$ cat src/rtl/mul_share_arb.sv
// Two-client front end for one shared n x n multiplier.
// Round-robin grant, operand capture, fixed-latency countdown, held result with requester tag.
module mul_share_arb #(
  parameter int n   = 8,
  parameter int lat = 2
) (
  input  logic           clk,
  input  logic           rst_n,
  input  logic           req0_vld,
  output logic           req0_rdy,
  input  logic [n-1:0]   req0_a,
  input  logic [n-1:0]   req0_b,
  input  logic           req0_sign,
  input  logic           req1_vld,
  output logic           req1_rdy,
  input  logic [n-1:0]   req1_a,
  input  logic [n-1:0]   req1_b,
  input  logic           req1_sign,
  output logic           res_vld,
  input  logic           res_rdy,
  output logic [2*n-1:0] res,
  output logic           res_id,
  output logic           busy
);

  typedef enum logic [1:0] {IDLE, CALC, DONE} state_t;

  state_t           state_q, state_d;
  logic [3:0]       cnt_q, cnt_d;
  logic [n-1:0]     a_q, a_d, b_q, b_d;
  logic             sign_q, sign_d, id_q, id_d;
  logic             last_q, last_d;
  logic [2*n-1:0]   res_q, res_d;
  logic             res_id_q, res_id_d;
  logic             grant_vld, grant_id, accept;

  // Extend both operands to 2n bits; the low 2n bits of the product are exact either way.
  function automatic logic [2*n-1:0] mul_ext(input logic [n-1:0] a, input logic [n-1:0] b,
                                             input logic s);
    logic signed [2*n-1:0] ea, eb, p;
    ea = s ? signed'({{n{a[n-1]}}, a}) : signed'({{n{1'b0}}, a});
    eb = s ? signed'({{n{b[n-1]}}, b}) : signed'({{n{1'b0}}, b});
    p  = ea * eb;
    return p;
  endfunction

  // On a tie the requester that did not win last time gets the grant.
  assign grant_vld = req0_vld | req1_vld;
  assign grant_id  = (req0_vld && req1_vld) ? ~last_q : req1_vld;
  assign accept    = (state_q == IDLE) && grant_vld && rst_n;
  assign req0_rdy  = accept && !grant_id;
  assign req1_rdy  = accept && grant_id;

  always_comb begin
    state_d  = state_q;
    cnt_d    = cnt_q;
    a_d      = a_q;
    b_d      = b_q;
    sign_d   = sign_q;
    id_d     = id_q;
    last_d   = last_q;
    res_d    = res_q;
    res_id_d = res_id_q;
    case (state_q)
      IDLE: begin
        if (grant_vld) begin
          a_d     = grant_id ? req1_a    : req0_a;
          b_d     = grant_id ? req1_b    : req0_b;
          sign_d  = grant_id ? req1_sign : req0_sign;
          id_d    = grant_id;
          last_d  = grant_id;
          cnt_d   = 4'(lat - 1);
          state_d = CALC;
        end
      end
      CALC: begin
        if (cnt_q == 4'd0) begin
          res_d    = mul_ext(a_q, b_q, sign_q);
          res_id_d = id_q;
          state_d  = DONE;
        end else begin
          cnt_d = cnt_q - 4'd1;
        end
      end
      DONE: begin
        if (res_rdy) state_d = IDLE;
      end
      default: state_d = IDLE;
    endcase
  end

  always_ff @(posedge clk or negedge rst_n) begin
    if (!rst_n) begin
      state_q  <= IDLE;
      cnt_q    <= 4'd0;
      last_q   <= 1'b1;
      res_q    <= '0;
      res_id_q <= 1'b0;
    end else begin
      state_q  <= state_d;
      cnt_q    <= cnt_d;
      last_q   <= last_d;
      res_q    <= res_d;
      res_id_q <= res_id_d;
    end
  end

  // Captured operands are only meaningful after an accept, so they carry no reset.
  always_ff @(posedge clk) begin
    a_q    <= a_d;
    b_q    <= b_d;
    sign_q <= sign_d;
    id_q   <= id_d;
  end

  assign res_vld = (state_q == DONE);
  assign busy    = (state_q != IDLE);
  assign res     = res_q;
  assign res_id  = res_id_q;

endmodule

$ cat config.mk
export PLATFORM = sky130hd
export DESIGN_NAME = mul_share_arb
export DESIGN_NICKNAME = d
export VERILOG_FILES = /design/src/rtl/mul_share_arb.sv
export SDC_FILE = /design/constraint.sdc
export NUM_CORES = 1
export LEC_CHECK = 0
export ABC_AREA = 1
export BUFFER_PORTS_ARGS = -buffer_cell sky130_fd_sc_hd__buf_2
export CAP_MARGIN = 20
export CORE_ASPECT_RATIO = 1.5
export CORE_MARGIN = 2
export CORE_UTILIZATION = 45
export CTS_CLUSTER_DIAMETER = 100
export DETAILED_ROUTE_END_ITERATION = 16
export PLACE_DENSITY = 0.72
export SLEW_MARGIN = 20
export SYNTH_ARGS = -nofsm -noshare
export SYNTH_HDL_FRONTEND = slang
export SYNTH_SLANG_ARGS = --single-unit
$ cat constraint.sdc
create_clock -name clk -period 7.8 [get_ports clk]
set_input_delay 1.56 -clock clk [delete_from_list [all_inputs] [get_ports clk]]
set_output_delay 1.56 -clock clk [all_outputs]
set_load 0.01 [all_outputs]
==> metrics, run 1 <==
vias in the first global route=4594; Critical Path Start Type=register; Core ar.=0.0125 mm2; Core Rows=50; Worst Path Class, Setup=register to register; RSZ-0062 raised after global routing=false; Hold WS=~470 ps; first-pass GRT wire length=20.8 mm; number of diodes=0; Total Wirelength=approximately 12 mm; FF+latch count, synth=42; Worst setup EP type=register; YS warnings=0; CTS Buf Count=5; Port Buf Inserts=59; nets=just under 1000; Iter 0 DRT Violations=around 200; gr usage total=19.5%; Net Count, Synth=930; Slew @ Worst Pin=753 ps; Final GP Congestion=0.879; Synth Instances=around 760; post-cts sizing count=0; area delta synth->final=9.53%; hold violation total from the final report=0; Filler Cell Count=roughly 1200; Post-synth top cells=nand2_1, inv_1, fa_1, ha_1, nand3_1; Die Area=0.0138 mm2; CTS tree=built; Hold WC Path Type=register to register; Seq/Total Area, Yosys=19.8%; Longest Clk Path Bufs=2; DP HPWL=10.2 mm; Post-Synthesis Cell Area=0.00578 mm2; Root Driver=clkbuf_16; Starting Density=46.2%; Synth top area share=approximately a quarter; initial antenna violation count=0; grt total ovfl=0; Fmax=176 MHz; Worst-path clk slew=about 70 ps; Max Cap Viol=0; Worst EP required=7990 ps; status=completed; residual DRC count=0; synth top area cells=fa_1, nand2_1, ha_1, inv_1, dfrtp_1; Syn Area/Cell=approximately 7.6 um2; async set-reset flop share out of synthesis=about 57%; Routed Antenna Nets=0; Final Slew Violations=0; worst-skew pair later-pin latency=300 ps; die width=96.5 um; htree depth=2; Worst Path Max Fanout=7; Final min period=5690 ps; Worst Skew=9.04 ps; DRT Pass-1 Iters=4; Yosys cell types=33; via/cell ratio=~4.7; largest net degree at the start of global routing=27; Slew headroom=49.5%; count leader, synth=nand2_1; Yosys top cell by area=fa_1; share of layout cells above drive strength 1=10.4%; crit path DAT=5880 ps; Die Span Y=143 um; Main synth FF type=dfrtp_1; # hold bufs at CTS=0; setup bufs post-CTS=0; vias=4507; period utilization=72.9%; Total Negative Setup Slacks=0 ps; Final Core Density=roughly 51%; Routed wire per std cell=~13 um; Final setup viols=0; I/O pin cnt=60; Post-synth EDFFs=18; Clock Sinks=42
state kept, by name, indices dropped and copies added, names as in the netlist:
name,flops
cnt_q,4
res_id,1
sign_q,1
state_q,2
b_q,8
last_q,1
id_q,1
a_q,8
res,16
final timing paths:
check                           startpoint        to  slack [ps]  cells after the start
worst max register to register      sign_q   res[15]        2110                     24
worst min-delay path                last_q    last_q         470                      2
min in group asynchronous            rst_n    res[8]        1270                      1
max in group asynchronous            rst_n  cnt_q[3]        6110                      1
worst max-delay path                sign_q   res[15]        2110                     24
worst min register to register      last_q    last_q         470                      2
per-stage QoR:
stage,cells,worst slack [ps],instance area (um2)
4_1_cts,957,2110,6330
3_3_place_gp,949,2210,6180
6_report,957,2110,6330
2_1_floorplan,756,2400,5780
3_5_place_dp,949,2110,6180
5_1_grt,957,1660,6330
worst max-delay path: stages, from the launching register on:
cell,delay (ps)
edfxtp_1,510
nand2_1,110
inv_1,160
nand2_1,170
fa_1,660
fa_1,530
inv_1,50
fa_1,490
inv_1,50
fa_1,470
inv_1,50
fa_1,520
inv_1,50
fa_1,530
inv_1,40
ha_1,360
nand2_1,70
inv_1,60
nand3_1,90
nor4_1,280
nor2_1,110
inv_1,60
nand2_1,50
nand3_1,60
nand2_1,50
cell families after synthesis:
| group | synth area share (%) |
|---|---|
| compound gates | 3.90 |
| buf+inv | 15.0 |
| xor+xnor | 1.97 |
| fa+ha+maj | 38.2 |
| simple gates | 21.2 |
| flops | 19.8 |
layout make-up:
type / count / area [um2] / area share, %
clock buffer: 5 / 125 / 1.98
clock inverter: 3 / 26.3 / 0.415
inverter: 206 / 773 / 12.2
multi-input combinational: 486 / 3770 / 59.6
sequential: 42 / 1140 / 18.1
tap: 156 / 195 / 3.08
timing repair buffer: 59 / 295 / 4.67
cells in the final DEF, fill, tap and decap left out:
cell type and count:
clkbuf_16 5, edfxtp_1 18, nand3_2 1, or2_2 4, nand2_4 1, o31ai_1 3, buf_2 59, a21oi_1 10
ha_1 66, nor2_2 1, inv_6 3, xor2_1 6, xnor2_1 7, nand4_1 2, dfstp_2 1, nor3_1 6
o21bai_1 2, nand3_1 30, dfrtp_1 23, fa_1 69, nor2_4 2, inv_1 203, inv_2 2, a31oi_1 2
a21o_1 3, nand2_1 225, o2111ai_1 1, o21ai_0 17, nand2_2 3, a21oi_2 1, nor4_1 1, nor2_1 23
clkinv_1 1
metal layers:
metal,part of all wire [%],vias up,global-route usage (%),routed length (um)
met4,2.7,0,6.75,327
met1,41,2096,23.4,4980
li1,-,2317,-,-
met5,0,-,0,0
met2,54,77,35.5,6500
met3,2.6,17,1.95,317
Power of run 1 is left out: the tool's default activity adds up to more than one toggle a clock period on the data nets, which glitch-free logic cannot reach.
==> run 2: changes to the inputs <==
==> constraint.sdc (replaced) <==
create_clock -name clk -period 5.55 [get_ports clk]
set_input_delay 1.11 -clock clk [delete_from_list [all_inputs] [get_ports clk]]
set_output_delay 1.11 -clock clk [all_outputs]
set_load 0.01 [all_outputs]
==> run 2 against run 1 <==
Global-route usage up 0.20 points. Routed wire length up 2.2%. First-iteration DRC count down 6.9%. Cell count up 2.2%. Fmax up 8.4%. Largest cell class unchanged.
==> metrics, run 2 (synthesis results as in run 1) <==
Final min period=5250 ps (-441 ps); Max Cap Viol=0 (unchanged); met3 wire length=376 um (+19%); Worst Path Class, Setup=register to register; Crit-path slowest cell=fa_1; grt total ovfl=0 (unchanged); residual DRC count=0 (unchanged); vias=4609 (+2.3%); Starting Density=46.2% (unchanged); Slew @ Worst Pin=770 ps (+16.3 ps); Critical Path Start Type=register; # hold bufs at CTS=0 (unchanged); delay-heaviest family, CP=adder cells; vias in the first global route=4622 (+0.61%); Iter 0 DRT Violations=190 (-6.9%); Longest Clk Path Bufs=2 (unchanged); DP HPWL=10.4 mm (+1.8%); gr usage total=19.7% (+0.20 points); initial antenna violation count=0 (unchanged); Root Driver=clkbuf_16; Final setup viols=0 (unchanged); met1 wire length=4.91 mm (-1.5%); Slew headroom=48.4% (-1.1 points); CTS Buf Count=5 (unchanged); Worst-path clk slew=70 ps (about the same); largest net degree at the start of global routing=27 (unchanged); Buf/Inv on CP=5 (-3); share of layout cells above drive strength 1=13.5% (+3.1 points); period utilization=94.5% (+22 points); crit path DAT=5460 ps (-420 ps); hold violation total from the final report=0 (unchanged); htree depth=2 (unchanged); die width=96.5 um (unchanged); Routed Antenna Nets=0 (unchanged); CTS tree=built; Worst Path Max Fanout=9 (+2); Fmax=191 MHz (+8.4%); most frequent cells in the layout=nand2_1, inv_1, fa_1; Die Area=0.0138 mm2 (unchanged); commonest non-fill, non-tap cell in the layout=nand2_1; worst-skew pair later-pin latency=300 ps (about the same); Top cell by count, worst path=fa_1; Total Wirelength=12.4 mm (+2.2%); RSZ-0062 raised after global routing=true; metal2 WL=6.74 mm (+3.7%); critical path, cell by cell=nand2_1 > inv_1 > fa_1 > inv_1 > fa_1 > inv_1 > fa_1 > fa_1 > fa_1 > inv_1 > fa_1 > inv_1 > ha_1 > nand2_1 > nor2_1 > nand3_1 > o2111ai_1 > or2_2 > a31oi_1; Clock Sinks=42 (unchanged); first-pass GRT wire length=21.0 mm (+1.0%); Port Buf Inserts=59 (unchanged); Core ar.=0.0125 mm2 (unchanged); Worst setup EP type=register; max reg flops=16 (unchanged); Core Rows=50 (unchanged); Final Slew Violations=0 (unchanged); max incr delay on CP=540 ps (-120 ps); footprint of the multi-input gates=0.00382 mm2 (+1.4%); Worst Skew=10.1 ps (+1.04 ps); Hold WC Path Type=register to register; via/cell ratio=4.71 (about the same); area delta synth->final=13.2%; Filler Cell Count=1205 (-3.4%); Hold WS=464 ps (-6.31 ps); I/O pin cnt=60 (unchanged); Routed wire per std cell=12.7 um (about the same); number of diodes=0 (unchanged); DRT Pass-1 Iters=4 (unchanged); status=completed; Die Span Y=143 um (unchanged); register area=0.00114 mm2 (unchanged); Final GP Congestion=0.880 (+0.15%); nets=995 (+2.2%); highest routed layer=met4; Worst EP required=5770 ps (-2220 ps)
-- run 2: cell count changes in the layout (fill, tap and decap cells not counted), sizes merged --
| cell | before | now |
|---|---|---|
| buf | 59 | 80 |
-- run 2: timing repair --
| action | 4_1_cts | 5_1_grt |
|---|---|---|
| endpoints found under the hold margin | 0 | 0 |
| setup buffers | 0 | 7 |
| resized for setup | 0 | 9 |
| setup endpoints to repair | 0 | 2 |
-- run 2: path summary, 6_finish.rpt --
kind | from | endpoint | slack [ps] | depth (start not counted)
min reg2reg | id_q | res_id | 460 | 2
min in group asynchronous | rst_n | res[4] | 800 | 2
max in group asynchronous | rst_n | last_q | 4430 | 2
max | b_q[5] | res[14] | 300 | 19
max reg2reg | b_q[5] | res[14] | 300 | 19
min | id_q | res_id | 460 | 2
-- run 2: cell type report --
cell class / instances / area share, %
tap: 156 / 2.99
clock inverter: 3 / 0.402
inverter: 206 / 11.8
timing repair buffer: 80 / 6.93
multi-input combinational: 486 / 58.5
sequential: 42 / 17.5
clock buffer: 5 / 1.91
-- run 2: layer usage --
metal  global-route usage, %  up-vias
met4                    7.56        0
li1                        -     2355
met2                    35.7       98
met3                    1.90       26
met1                    23.5     2130
met5                       0        -
-- run 2: worst reg2reg max path, stage by stage (launching register included) --
cell and delay (ps):
edfxtp_1 530, nand2_1 120, inv_1 60, fa_1 530, inv_1 50, fa_1 500
inv_1 50, fa_1 480, fa_1 530, fa_1 540, inv_1 50, fa_1 530
inv_1 50, ha_1 340, nand2_1 100, nor2_1 50, nand3_1 80, o2111ai_1 120
or2_2 300, a31oi_1 140
-- run 2: through the flow --
step	utilization [%]	instances	instance area [um2]	worst slack (ps)	TNS (ps)
after floorplan	-	756	5780	146	0
after global placement	50.2	963	6280	262	0
after detailed placement	50.2	963	6280	133	0
after CTS	51.4	971	6430	126	0
after global routing	52.3	978	6540	-18.8	-25.4
final	52.3	978	6540	304	0
Power of run 2 is left out for the same reason.
